## src/rtl/mhd_pkg.sv

```systemverilog
// Shared types and width helpers for the Hamming-distance sequence checker.
package mhd_pkg;

  typedef enum logic [1:0] {
    ST_IDLE  = 2'd0,
    ST_RUN   = 2'd1,
    ST_DRAIN = 2'd2,
    ST_DONE  = 2'd3
  } state_t;

  // Bits needed to hold a distance of 0..width inclusive.
  function automatic int hd_width(input int width);
    return $clog2(width + 1);
  endfunction

endpackage

```

## src/rtl/mhd_popcount.sv

```systemverilog
// Combinational population count of a WIDTH-bit word.
module mhd_popcount
  import mhd_pkg::*;
#(
  parameter  int WIDTH = 16,
  localparam int HD_W  = hd_width(WIDTH)
) (
  input  logic [WIDTH-1:0] d,
  output logic [HD_W-1:0]  cnt
);

  always_comb begin
    cnt = '0;
    for (int i = 0; i < WIDTH; i++) begin
      cnt = cnt + HD_W'(d[i]);
    end
  end

endmodule

```

## config.mk

```make
export PLATFORM = sky130hd
export DESIGN_NAME = mhd_popcount
export DESIGN_NICKNAME = d
export VERILOG_FILES = /design/src/rtl/mhd_pkg.sv /design/src/rtl/mhd_popcount.sv
export SDC_FILE = /design/constraint.sdc
export NUM_CORES = 1
export LEC_CHECK = 0
export CAP_MARGIN = 20
export CORE_AREA = 2 2 39 41
export DETAILED_ROUTE_END_ITERATION = 8
export DIE_AREA = 0 0 41 43
export PLACE_DENSITY = 0.73
export SLEW_MARGIN = 0
export SYNTH_ARGS = -nofsm -noshare
export SYNTH_HDL_FRONTEND = slang
export SYNTH_SLANG_ARGS = --single-unit
```

## constraint.sdc

```tcl
create_clock -name vclk -period 7.5
set_input_delay 1.125 -clock vclk [all_inputs]
set_output_delay 1.125 -clock vclk [all_outputs]
set_load 0.01 [all_outputs]
```

==> reports/qor.txt <==
run status = complete, no violations
DP Area = 638 µm²
Warnings, synthesis = 0
initial antenna violation count = 0
global placement routability congestion = 0.651
overall die width = 41 µm
mean instance size in the synthesized netlist = 8.68 µm²
average wire per cell in the routed design = 6.52 µm
total overflow reported by the global router = 0
Antenna Diode Count = 0
worst min path class = in2out
Final setup viols = 0
Final ANT Viol Nets = 0
Routed WL = 548 µm
Fin Setup TNS = 0 ps
number of detailed-route iterations in the first pass = 2
count of input and output buffers = 21
final core area utilization = 46.1%
sequential-to-total area share from yosys stat = 0%
largest net degree at the start of global routing = 4
worst setup slack before clock tree synthesis = 1280 ps
type of the worst setup path = in2out
global-route usage over all layers = 7.29%
cts hold-fix bufs = 0
launch point of the worst hold path = d[2]
Core Region = 1380 µm²
flip-flop and latch count = 0
buffers inserted during post-CTS setup optimization = 0
post-detailed-route DRC marker count = 0
endpoint type of the worst setup path = output port
LEAKAGE = 0.000348 µW
detail-routed via count per cell = 3.77
number of max-cap violations = 0
post-synthesis instance total = 47
startpoint types = primary input
achievable frequency = 161 MHz
overall via count from detail_route = 317
largest fanout of any net on the critical path = 2
final critical-path share of the clock period = 82.7%
Min Clock Period, post-route = 6200 ps
area of the die = 1760 µm²
Vert. Die Dim = 43 µm
dpl hpwl = 548 µm
Post-Syn Nets = 78
clock buf count = 0
endpoint required time on the critical path = 6380 ps
Max Slew Vio Count = 0
Site Rows = 14
setup slack of the critical path after layout = 1300 ps
proportion of layout cells with a drive suffix above 1 = 1.47%
Final Cell Area = 638 µm²
peak supply drop = 0.000125 V
FF+latch area = 0 µm²
relative max-transition margin = 91.2%
Hold Fails Final Rpt = 0
footprint of the multi-input gates = 310 µm²
Final nets = 101
worst endpoint data arrival time = 5080 ps
fillcell total = 133
launch point of the worst path = d[0]
number of unique standard cell types used by synthesis = 8
violation count after the first detailed-route iteration = 1
quantity of gates resized following cts = 0
number of primary I/O pins = 21
cell area after synthesis = 408 µm²
number of global-route vias before repair = 291
Worst Hold Path Cells = 3
post-synthesis to final-layout area growth = 56.4%
initial cell density of the core = 29.5%
first-pass GRT wire length = 986 µm
transition time at the pin with the least slew margin = 130 ps
total power density per cell area = 273 nW/µm²
RSZ-0062 raised after global routing = false
-- power by group --
group	total, µW	internal, µW	switching, µW
Clock	0	0	0
Sequential	0	0	0
Combinational	174	100	73.7
-- path summary, 6_finish.rpt --
kind                      to
worst min-delay path  cnt[0]
worst max-delay path  cnt[4]
-- synth_stat cells --
cell	n	share of area, %
fa_1	10	49
a21o_1	1	1.8
inv_1	26	24
nor2b_1	1	1.5
o21a_1	1	1.8
xnor2_1	2	4.3
ha_1	5	15
a21oi_2	1	2.1
-- worst max-delay path: stages --
cell	delay, ps
clkdlybuf4s50_1	450
inv_1	50
fa_1	560
fa_1	440
fa_1	540
fa_1	410
inv_1	60
ha_1	160
inv_1	60
fa_1	450
nor2b_1	120
o21a_1	110
clkdlybuf4s50_1	520
-- per-stage QoR --
| step | power (µW) | hold slack, ps | cells |
|---|---|---|---|
| 3_5_place_dp | 177 | 3360 | 84 |
| 6_report | 174 | 3360 | 84 |
| 3_3_place_gp | 177 | 3370 | 84 |
| 2_1_floorplan | 104 | 2400 | 47 |
| 5_1_grt | 196 | 3390 | 84 |
| 4_1_cts | 178 | 3370 | 84 |
-- final cells by class --
type	instances	share of cell area, %
inverter	26	15.3
multi-input combinational	21	48.6
tap	16	3.14
timing repair buffer	21	32.9
-- layout by cell type (no fill, tap or decap) --
master	Yosys	routed
fa_1	10	10
o21a_1	1	1
ha_1	5	5
clkdlybuf4s50_1	0	21
xnor2_1	2	2
nor2b_1	1	1
a21oi_2	1	1
a21o_1	1	1
inv_1	26	26
-- logic make-up after synthesis --
family                   count (synthesis)  synth area share, %
AO/OA/AOI/OAI                            3                 5.83
XOR/XNOR                                 2                 4.30
buffers and inverters                   26                 23.9
adder cells (fa/ha/maj)                 15                 64.4
AND/OR/NAND/NOR                          1                 1.53
-- per-layer routing --
metal	GRT usage, %	wire (µm)	vias to the layer above
met5	0	0	-
met4	0	0	0
met3	0	49	0
met2	12.5	265	11
met1	10.6	232	141
li1	-	-	165
Note: power is estimated with default switching activity, not from simulation.
